[src/rtl/alu_op_sequencer.sv]
// Registered command/result wrapper around the 4-bit combinational arithmetic unit.
// Adds valid/ready handshakes on both sides, plus a sticky overflow flag and a saturating overflow counter.
module alu_op_sequencer #(
    parameter int unsigned WIDTH = 4,
    parameter int unsigned CNT_W = 8
) (
    input  logic             clk,
    input  logic             rst,
    input  logic             cmd_valid,
    output logic             cmd_ready,
    input  logic [1:0]       cmd_sel,
    input  logic [WIDTH-1:0] cmd_a,
    input  logic [WIDTH-1:0] cmd_b,
    output logic [WIDTH-1:0] alu_a,
    output logic [WIDTH-1:0] alu_b,
    output logic [1:0]       alu_sel,
    input  logic [WIDTH-1:0] alu_q,
    input  logic             alu_ovf,
    output logic             res_valid,
    input  logic             res_ready,
    output logic [WIDTH-1:0] res_q,
    output logic             res_ovf,
    output logic             ovf_sticky,
    output logic [CNT_W-1:0] ovf_count,
    input  logic             ovf_clr
);

    localparam logic [CNT_W-1:0] CNT_MAX = '1;
    localparam logic [CNT_W-1:0] CNT_ONE = CNT_W'(1);

    typedef enum logic [1:0] {
        IDLE = 2'd0,
        EXEC = 2'd1,
        HOLD = 2'd2
    } state_t;

    state_t           state_q, state_d;
    logic [WIDTH-1:0] alu_a_q, alu_a_d;
    logic [WIDTH-1:0] alu_b_q, alu_b_d;
    logic [1:0]       alu_sel_q, alu_sel_d;
    logic [WIDTH-1:0] res_q_q, res_q_d;
    logic             res_ovf_q, res_ovf_d;
    logic             res_valid_q, res_valid_d;
    logic             sticky_q, sticky_d;
    logic [CNT_W-1:0] cnt_q, cnt_d;

    logic             capture_c;
    logic             qual_ovf_c;
    logic [CNT_W-1:0] cnt_base_c;

    // Logic ops never report overflow, whatever the unit drives on alu_ovf.
    assign qual_ovf_c = alu_ovf & ~alu_sel_q[1];

    // Handshake FSM and datapath next-state.
    always_comb begin
        state_d     = state_q;
        alu_a_d     = alu_a_q;
        alu_b_d     = alu_b_q;
        alu_sel_d   = alu_sel_q;
        res_q_d     = res_q_q;
        res_ovf_d   = res_ovf_q;
        res_valid_d = res_valid_q;
        capture_c   = 1'b0;

        case (state_q)
            IDLE: begin
                if (cmd_valid) begin
                    alu_a_d   = cmd_a;
                    alu_b_d   = cmd_b;
                    alu_sel_d = cmd_sel;
                    state_d   = EXEC;
                end
            end
            EXEC: begin
                capture_c   = 1'b1;
                res_q_d     = alu_q;
                res_ovf_d   = qual_ovf_c;
                res_valid_d = 1'b1;
                state_d     = HOLD;
            end
            HOLD: begin
                if (res_ready) begin
                    res_valid_d = 1'b0;
                    state_d     = IDLE;
                end
            end
            default: begin
                res_valid_d = 1'b0;
                state_d     = IDLE;
            end
        endcase
    end

    // Clear is applied before a coincident overflow event, so clear+event leaves a count of one.
    always_comb begin
        cnt_base_c = ovf_clr ? '0 : cnt_q;
        sticky_d   = ovf_clr ? 1'b0 : sticky_q;
        cnt_d      = cnt_base_c;
        if (capture_c && qual_ovf_c) begin
            sticky_d = 1'b1;
            if (cnt_base_c != CNT_MAX) begin
                cnt_d = cnt_base_c + CNT_ONE;
            end
        end
    end

    always_ff @(posedge clk or posedge rst) begin
        if (rst) begin
            state_q <= IDLE;
        end else begin
            state_q <= state_d;
        end
    end

    always_ff @(posedge clk or posedge rst) begin
        if (rst) begin
            alu_a_q     <= '0;
            alu_b_q     <= '0;
            alu_sel_q   <= '0;
            res_q_q     <= '0;
            res_ovf_q   <= 1'b0;
            res_valid_q <= 1'b0;
            sticky_q    <= 1'b0;
            cnt_q       <= '0;
        end else begin
            alu_a_q     <= alu_a_d;
            alu_b_q     <= alu_b_d;
            alu_sel_q   <= alu_sel_d;
            res_q_q     <= res_q_d;
            res_ovf_q   <= res_ovf_d;
            res_valid_q <= res_valid_d;
            sticky_q    <= sticky_d;
            cnt_q       <= cnt_d;
        end
    end

    // Ready is gated by rst so it drops the moment reset asserts.
    assign cmd_ready  = (state_q == IDLE) & ~rst;
    assign alu_a      = alu_a_q;
    assign alu_b      = alu_b_q;
    assign alu_sel    = alu_sel_q;
    assign res_q      = res_q_q;
    assign res_ovf    = res_ovf_q;
    assign res_valid  = res_valid_q;
    assign ovf_sticky = sticky_q;
    assign ovf_count  = cnt_q;

endmodule

[config.mk]
export PLATFORM = sky130hd
export DESIGN_NAME = alu_op_sequencer
export DESIGN_NICKNAME = d
export VERILOG_FILES = /design/src/rtl/alu_op_sequencer.sv
export SDC_FILE = /design/constraint.sdc
export NUM_CORES = 1
export LEC_CHECK = 0
export BUFFER_PORTS_ARGS = -buffer_cell sky130_fd_sc_hd__buf_2
export CAP_MARGIN = 20
export CORE_ASPECT_RATIO = 1.4
export CORE_MARGIN = 4
export CORE_UTILIZATION = 47
export CTS_BUF_LIST = sky130_fd_sc_hd__clkbuf_16
export DETAILED_ROUTE_END_ITERATION = 16
export MAX_ROUTING_LAYER = met4
export PLACE_DENSITY = 0.77
export SETUP_SLACK_MARGIN = 0.3
export SYNTH_ARGS = -nofsm -noshare
export SYNTH_HDL_FRONTEND = slang
export SYNTH_SLANG_ARGS = --single-unit
[constraint.sdc]
create_clock -name clk -period 1.9 [get_ports clk]
set_input_delay 0.19 -clock clk [delete_from_list [all_inputs] [get_ports clk]]
set_output_delay 0.19 -clock clk [all_outputs]
set_load 0.005 [all_outputs]
* Word level (Yosys, flattened, before mapping)
Index checks and enable logic that the tools add are counted.
Word-level totals: flip-flop bits (word level) 27, logic and storage cells 37, input port bits 20, output and inout bits 26
Cells by class: multiplexer cells 11, add/subtract/negate cells 1, eq/ne operators 5, bitwise logic cells 5, reduce and logical (&&, ||, !) cells 6
Operators by type and width (count):
- 2-to-1 mux 8 bit | 3
- adder 8 x 1 -> 8 bit, second input constant | 1
- != test 8 bit, second input constant | 1
- case mux 2 bit (3 select lines) | 1
- AND reduction 2 bit | 3
- 2-to-1 mux 1 bit | 4
- 2-to-1 mux 2 bit | 2
- != test 2 bit, second input constant | 2
- NOT 1 bit | 3
- case mux 1 bit (3 select lines) | 1
- AND 1 bit | 2
- == test 2 x 1 -> 1 bit, second input constant | 1
- == test 2 bit, second input constant | 1
- logical NOT 2 bit | 1
- nonzero test 2 bit | 1
- logical AND 1 bit | 1

* Logic depth before layout (Yosys ltp)
Gate-level depths: netlist (run 1).
word-level depth 4, gate-level depth with buffers 6, mapped depth without buffers 4

* Least setup slack after synthesis (run 1)
No wires, ideal clock.
path kind register -> register, start point register state_q[1], end point register cnt_q[3] (netlist: ovf_count[3]), stages on the path, launching flop included 5, setup time 77 ps, path slack 354 ps, data required time 1823 ps, path buffers 0, arrival 1469 ps, clock period less this slack 1546 ps, path through dfrtp_1 and4bb_4 nand2_1 or4_1 a21oi_1
Between the ends: longest elaborated chain between the ends 4
RTL lines:
- start, declared | RTL line 37 | state_t state_q, state_d;
- start signal, assigned | RTL line 111 | state_q <= state_d;
- == test 2 x 1 -> 1 bit | RTL line 65 | case (state_q)
- 2-to-1 mux 1 bit | RTL line 65
- logical AND 1 bit | RTL line 99 | if (capture_c && qual_ovf_c) begin
- 2-to-1 mux 8 bit | RTL line 99
- named net cnt_d[3] | RTL line 45 | logic [CNT_W-1:0] cnt_q, cnt_d;
- end signal, assigned | RTL line 133 | cnt_q <= cnt_d;
- end, declared | RTL line 45
The timed path passes the listed nets, and every way through them passes these cells. A chain may end at the register's enable or synchronous reset.

* Worst setup path after layout (run 1)
start point register alu_sel_q[1] (netlist: alu_sel[1]), end point register cnt_q[3] (netlist: ovf_count[3])
Between the ends: longest elaborated chain between the ends 4
RTL lines:
- start, declared | RTL line 40 | logic [1:0] alu_sel_q, alu_sel_d;
- start signal, assigned | RTL line 128 | alu_sel_q <= alu_sel_d;
- NOT 1 bit | RTL line 52 | assign qual_ovf_c = alu_ovf & ~alu_sel_q[1];
- AND 1 bit | RTL line 52
- logical AND 1 bit | RTL line 99
- 2-to-1 mux 8 bit | RTL line 99
- named net cnt_d[3] | RTL line 45
The timed path passes the listed nets, and every way through them passes these cells.

==> results.toml, run 1 <==
[clocking]
ctsRootBufferMaster = "clkbuf_16"
clk_latency_ns = 0.26
clkTransAtPathRegs_ns = 0.07
clock-sinks = 27
cts_buffers = 3
cts_tree = "built"
cts_buffer_depth = 2
cts-htree-levels = 1

[finish]
register_area_sq_um = 677
fin_util_pct = 66.9
num_antenna_cells = 0
layout_common_cells = "buf_2, dfrtp_1, mux2_2"
layout-drive-gt1-share_pct = 52.1
final_common_cell = "buf_2"
fillers = 178
syn_to_final_growth_pct = 31.7
nets = 163
multi_input_area_sq_um = 432

[global_routing]
track_usage_pct = 16.3
grt_pass1_wl_microns = 4150
grt_max_degree = 20
grt_antenna_before_repair = 0
grt_pass1_vias = 1001
overflow = 0

[drt]
vias_per_cell = 5.49
routed_wl_microns = 2400
drc = 0
wl_per_cell_microns = 14.7
ant_nets = 0
vias = 901
first_pass_iters = 4
drt-initial-drc-count = 2

[worst_hold_path]
hp-start = "cmd_sel[0]"
hp-class = "primary input to register"

[sta]
setup_viol = 0
relSlewSlack_pct = 77.4
setup_tns_ns = 0
period_needed_ns = 1.52
fmax_ghz = 0.659
tightest_slew_ns = 0.334
finClkSkew_ns = 0.00511
period_share_pct = 79.8
rsz0062_at_grt = "false"
slew_viol_final = 0
hold_viol = 0

[critical_path]
cp.required_ns = 2.08
r2r-start = "alu_sel[1]"
path_max_fanout = 6
cp-startpoint = "alu_sel[1]"
worst-r2r-setup-slack_ns = 0.38
crit_type = "register to register"
cp-start-kind = "register"
critPathArrivalTime_ns = 1.70
end_kind = "register"

[synthesis]
yosysSeqAreaShare_pct = 59.0
syn_nets = 111
syn-instance-count = 91
avgSynthCellArea_sq_um = 12.6
yosysWarnings = 0
synthDistinctLibCells = 31
yosys_register_bits = 27
syn_area_sq_mm = 0.00114

[floorplanning]
initial_core_util_pct = 50.8
placementRows = 20
die_w_microns = 49.7
io_pins = 46
core_sq_mm = 0.00225
die_h_microns = 66.4
die_area_sq_mm = 0.00330

[placement]
gp_congestion = 0.766
port_buffers = 45
hpwl_microns = 1820

[run_status]
outcome = "finished clean"

[power_and_ir_drop]
ir_drop_v = 0.000833
p_per_area_mw_per_mm2 = 1300
p_leak_nw = 0.759

[run]
max_cap_viol_count = 0
-- what timing repair did --
item / 4_1_cts / 5_1_grt
setup buffers: 1 / 2
hold buffers: 1 / 0
pin swaps: 1 / 1
endpoints found under the setup margin: 1 / 2
hold endpoints to repair: 8 / 0
resized for setup: 0 / 4
-- path summary, 6_finish.rpt --
check                                     to  depth (start not counted)
worst max-delay path            ovf_count[3]                          4
worst min-delay path              alu_sel[0]                          2
worst max register to register  ovf_count[3]                          4
worst min register to register     res_valid                          1
max in group asynchronous         state_q[1]                          4
min in group asynchronous          res_valid                          3
-- through the flow --
step | worst slack [ns] | power (mW) | std cells | area (sq um) | hold slack, ns
floorplan | 0.354 | 1.21 | 91 | 1140 | 0.243
global placement | 0.313 | 1.45 | 156 | 1390 | 0.168
detailed placement | 0.258 | 1.48 | 156 | 1390 | 0.186
CTS | 0.313 | 1.96 | 162 | 1490 | 0.162
global route | 0.303 | 2.09 | 164 | 1510 | 0.166
finish | 0.383 | 1.96 | 164 | 1510 | 0.165
-- cells in the mapped netlist --
cell	count	area, sq um
dfrtp_1	27	676
mux2_2	14	158
inv_1	5	18.8
o21ai_0	5	25.0
nand2_1	4	15.0
a21oi_1	3	15.0
nor3_1	3	15.0
a21o_1	2	15.0
and3_1	2	12.5
and4b_1	2	20.0
nand4_1	2	12.5
nor2_1	2	7.51
xor2_1	2	17.5
a211oi_1	1	7.51
and2_1	1	6.26
and4bb_4	1	16.3
buf_2	1	5.00
buf_6	1	11.3
clkbuf_1	1	3.75
clkbuf_2	1	5.00
nand3_1	1	5.00
nand3b_1	1	7.51
nor2b_1	1	6.26
nor3b_1	1	7.51
o21a_1	1	7.51
o21ba_2	1	10.0
o311ai_1	1	8.76
o31ai_1	1	7.51
o41ai_1	1	8.76
or3_1	1	6.26
or4_1	1	7.51
-- report_power, final --
group	switching, mW	internal, mW
clock	0.181	0.283
combinational	0.240	0.358
sequential	0.116	0.779
total	0.537	1.42
-- state kept, by name, summed over array words and instances, names as in the netlist --
| signal | cells |
|---|---|
| ovf_count | 8 |
| alu_sel | 2 |
| res_valid | 1 |
| state_q | 2 |
| res_q | 4 |
| alu_b | 4 |
| alu_a | 4 |
| res_ovf | 1 |
| ovf_sticky | 1 |
-- per-layer routing --
layer  track usage, %  share of wire (%)  up-vias
li1                 -                  -      427
met1             18.1                 41      432
met2             30.0                 52       38
met3             2.48                6.3        4
met4             4.50               0.67        0
met5                -                  0        -
-- cell type report --
cell class | count | share of cell area (%)
clock buffer | 3 | 4.98
clock inverter | 1 | 0.332
inverter | 5 | 1.24
multi-input combinational | 55 | 28.6
sequential | 27 | 44.9
tap | 22 | 1.83
timing repair buffer | 51 | 18.1
-- worst max-delay path, cell delays in order (launching register included) --
cell and delay (ns):
dfrtp_1 0.39, and4bb_4 0.35, nand2_2 0.09, or4_1 0.48, a21oi_1 0.13
-- kinds of logic after synthesis --
family | share of synthesized area [%]
AOI/OAI and AO/OA | 9.18
xor gates and xnor gates | 1.53
buffers and inverters | 3.82
DFF | 59.0
muxes | 13.8
and+or+nand+nor | 12.7
Note: power is estimated with default switching activity, not from simulation.
==> run 2: changes to the inputs <==
- clock period: 1.9 -> 1.6 ns (I/O delays scaled with it)
==> run 2 against run 1 <==
First-iteration DRC count increased to 4.5 times the previous value; cell area grew 16%; combinational power grew 66%; non-clock buffer count up 15; clock-buffer cell count unchanged; highest routed layer unchanged.
==> results.toml, run 2 (synthesis results as in run 1) <==
[run_status]
outcome = "finished clean"

[critical_path]
cp_slowest_cell = "or4_4"
cp.depth = 4
reg2reg_depth = 4
crit_family = "simple AND/OR/NAND/NOR gates"
cp.required_ns = 1.79
max_stage_delay_ns = 0.48
crit_buf_inv = 0
crit_chain = "and4bb_4, nand2_4, or4_4, a21oi_2"
path_max_fanout = 5
crit_type = "register to register"
critPathArrivalTime_ns = 1.68
end_kind = "register"
cp-start-kind = "register"

[floorplanning]
io_pins = 46
core_sq_mm = 0.00225
die_w_microns = 49.7
initial_core_util_pct = 50.8
die_h_microns = 66.4
placementRows = 20
die_area_sq_mm = 0.00330

[drt]
ant_nets = 0
drt-initial-drc-count = 9
routed_wl_microns = 2980
vias_per_cell = 5.55
vias = 993
drc = 0
first_pass_iters = 4
wl_per_cell_microns = 16.7

[power_and_ir_drop]
p_leak_nw = 0.905
ir_drop_v = 0.00112
power_mw = 2.60
p_per_area_mw_per_mm2 = 1490

[sta]
period_share_pct = 92.9
hold_viol = 0
fmax_ghz = 0.673
rsz0062_at_grt = "true"
relSlewSlack_pct = 77.3
setup_tns_ns = 0
fin_ws_ns = 0.114
slew_viol_final = 0
finClkSkew_ns = 0.00158
setup_viol = 0
tightest_slew_ns = 0.341
period_needed_ns = 1.49

[global_routing]
overflow = 0
grt_use_met1_pct = 19.5
grt_pass1_vias = 1062
use_met2_pct = 33.8
grt_use_met3_pct = 3.84
track_usage_pct = 18.7
grt_pass1_wl_microns = 4670
grt_antenna_before_repair = 0
grt_max_degree = 28
grt_most_used_layer = "met2"

[placement]
gp_congestion = 0.819
dpl_worst_slack_ns = 0.0807
port_buffers = 45
hpwl_microns = 1890
dp.cells = 162

[clocking]
clk_latency_ns = 0.26
ctsRootBufferMaster = "clkbuf_16"
cts_buffer_depth = 2
cts_tree = "built"
cts-htree-levels = 1
clkTransAtPathRegs_ns = 0.06
clock-sinks = 27
cts_buffers = 3

[run]
max_cap_viol_count = 0

[finish]
fin_cells = 179
final_common_cell = "buf_2"
fin_util_pct = 77.4
layout-drive-gt1-share_pct = 62.4
syn_to_final_growth_pct = 52.2
largest_reg_flops = 8
nets = 178
num_antenna_cells = 0
layout_common_cells = "buf_2, dfrtp_1, buf_4"

[worst_hold_path]
hp-class = "primary input to register"
hold_depth = 2
==> run 2: cell types whose count changed in the layout (fill, tap and decap cells not counted), sizes merged <==
cell / delta
buf: +15
==> run 2: power breakdown <==
| part | internal [mW] | total (mW) | switching, mW |
|---|---|---|---|
| Combinational | 0.607 | 0.995 | 0.387 |
| Clock | 0.337 | 0.553 | 0.216 |
| Sequential | 0.924 | 1.05 | 0.126 |
| Total | 1.87 | 2.60 | 0.730 |
==> run 2: area by class of cell <==
cell class | count | area, sq um
Fill cell | 152 | 509
Clock inverter | 1 | 5.00
Sequential cell | 27 | 677
Clock buffer | 3 | 75.1
Inverter | 5 | 18.8
Multi-Input combinational cell | 55 | 536
Timing Repair Buffer | 66 | 404
Tap cell | 22 | 27.5
==> run 2: path summary, 6_finish.rpt <==
check / startpoint / to / slack [ns]
setup / recovery: alu_sel[1] / ovf_count[3] / 0.11
hold / removal: alu_q[3] / res_q[3] / 0.13
setup reg to reg: alu_sel[1] / ovf_count[3] / 0.11
hold reg to reg: res_valid / res_valid / 0.49
max in group asynchronous: rst / ovf_count[2] / 0.79
min in group asynchronous: rst / res_valid / 0.53
==> run 2: through the flow <==
stage	hold WS, ns	instance area (sq um)
after floorplan	0.213	1160
after global placement	0.243	1450
after detailed placement	0.247	1450
after CTS	0.127	1620
after global routing	0.130	1740
final	0.131	1740
==> run 2: layer usage <==
layer / up-vias / wire, microns / part of all wire [%]
met3: 8 / 182 / 6.1
met4: 0 / 54 / 1.8
li1: 460 / - / -
met1: 489 / 1070 / 36
met2: 36 / 1670 / 56
met5: - / 0 / 0
==> run 2: repair_timing <==
item / 4_1_cts / 5_1_grt
endpoints found under the hold margin: 27 / 0
setup endpoints to repair: 21 / 20
gates resized for setup: 10 / 22
pin swaps: 4 / 9
gates cloned: 1 / 0
hold buffers: 1 / 0
setup buffers: 6 / 5
==> run 3: changes to the inputs <==
- CORE_MARGIN: 4 -> not set
==> run 3 against run 2 <==
Critical path type unchanged; total power increased by 0.21%; clock power about the same; the flow now finishes with violations (design-rule violations); global-route usage increased by 2.1 points; cell area decreased by 3.4%; non-clock buffer count decreased by 5.
==> results.toml, run 3 (synthesis results as in run 1) <==
[run_status]
outcome = "finished, violations left"
violations = "design-rule violations"

[sta]
setup_tns_ns = 0
setup_viol = 0
fmax_ghz = 0.678
slew_viol_final = 0
fin_ws_ns = 0.126
finClkSkew_ns = 0.00337
period_share_pct = 92.2
relSlewSlack_pct = 75.0
period_needed_ns = 1.47
hold_viol = 0
rsz0062_at_grt = "true"
whs_ns = 0.131
tightest_slew_ns = 0.374

[finish]
largest_reg_flops = 8
layout-drive-gt1-share_pct = 57.9
fillers = 151
register_area_sq_um = 676
multi_input_area_sq_um = 515
layout_common_cells = "buf_2, dfrtp_1, mux2_4, buf_4, inv_1"
nets = 173
final_common_cell = "buf_2"
fin_cells = 174
num_antenna_cells = 0
fin_util_pct = 75.6
syn_to_final_growth_pct = 47.0

[global_routing]
overflow = 0
grt_pass1_wl_microns = 3950
track_usage_pct = 20.8
grt_pass1_vias = 952
grt_max_degree = 19
grt_antenna_before_repair = 0

[critical_path]
cp-startpoint = "alu_sel[1]"
end_kind = "register"
rr_endpoint = "ovf_count[3]"
cp.required_ns = 1.79
r2r-start = "alu_sel[1]"
critPathArrivalTime_ns = 1.66
crit_type = "register to register"
reg2reg_depth = 4
crit_end = "ovf_count[3]"
cp-start-kind = "register"
worst-r2r-setup-slack_ns = 0.13
path_max_fanout = 6

[clocking]
clk_latency_ns = 0.26
ctsRootBufferMaster = "clkbuf_16"
cts-htree-levels = 1
clkTransAtPathRegs_ns = 0.06
cts_tree = "built"
cts_buffer_depth = 2
cts_buffers = 3
clock-sinks = 27

[floorplanning]
placementRows = 20
io_pins = 46
core_sq_mm = 0.00223
die_area_sq_mm = 0.00264
initial_core_util_pct = 51.4
die_h_microns = 60.4
die_w_microns = 43.7

[power_and_ir_drop]
p_leak_nw = 0.879
p_per_area_mw_per_mm2 = 1550
ir_drop_v = 0.00109

[run]
max_cap_viol_count = 0

[placement]
gp_congestion = 0.797
hpwl_microns = 1730
port_buffers = 45
dpl_worst_slack_ns = 0.0864
dp.cells = 161

[drt]
routed_wl_microns = 2590
ant_nets = 0
vias_per_cell = 5.35
first_pass_iters = 10
vias = 931
wl_per_cell_microns = 14.9
drc = 3
drt-initial-drc-count = 34

[worst_hold_path]
hp-class = "primary input to register"
[run 3: timing repair]
item                                   4_1_cts  5_1_grt
buffers inserted                             7        1
pin swaps                                    6        4
endpoints found under the hold margin        9        0
hold buffers                                 1        0
setup endpoints to repair                   16       23
cloned                                       0        0
gates resized for setup                      7       18
[run 3: metrics by stage]
| step | instance area [sq um] | total power, mW |
|---|---|---|
| 2_1_floorplan | 1160 | 1.45 |
| 3_3_place_gp | 1440 | 1.79 |
| 3_5_place_dp | 1440 | 1.83 |
| 4_1_cts | 1600 | 2.44 |
| 5_1_grt | 1680 | 2.74 |
| 6_report | 1680 | 2.60 |
[run 3: cell type report]
cell class	instances	area share [%]
tap	22	1.64
clock buffer	3	4.46
inverter	5	1.12
clock inverter	1	0.223
sequential	27	40.1
timing repair buffer	61	21.8
multi-input combinational	55	30.6
[run 3: routing by layer]
| layer | wire [microns] | vias to the layer above | GRT usage [%] |
|---|---|---|---|
| met5 | 0 | - | - |
| met4 | 15 | 0 | 8.48 |
| met3 | 68 | 2 | 2.68 |
| met2 | 1390 | 23 | 35.8 |
| met1 | 1120 | 457 | 24.4 |
| li1 | - | 449 | - |
[run 3: worst min-delay path by stage]
| stage | start | depth (start not counted) | slack (ns) | end |
|---|---|---|---|---|
| 6_report | cmd_b[2] | 2 | 0.13 | alu_b[2] |
| 5_1_grt | cmd_b[2] | 2 | 0.13 | alu_b[2] |
| 4_1_cts | cmd_b[1] | 2 | 0.13 | alu_b[1] |
| 3_5_place_dp | rst | 2 | 0.15 | alu_b[2] |
| 3_3_place_gp | rst | 2 | 0.15 | alu_a[2] |
| 2_1_floorplan | rst | 1 | 0.21 | alu_a[0] |
[run 3: power breakdown]
| group | switching (mW) | leakage (nW) | internal, mW | total (mW) |
|---|---|---|---|---|
| registers | 0.128 | 0.338 | 0.923 | 1.05 |
| logic | 0.379 | 0.498 | 0.622 | 1.00 |
| clock network | 0.217 | 0.0423 | 0.334 | 0.551 |
[run 3: critical path, cell delays in order, from the launching register on]
cell and delay, ns:
dfrtp_1 0.38, and4bb_4 0.36, nand2_4 0.07, or4_4 0.47, a21oi_2 0.12
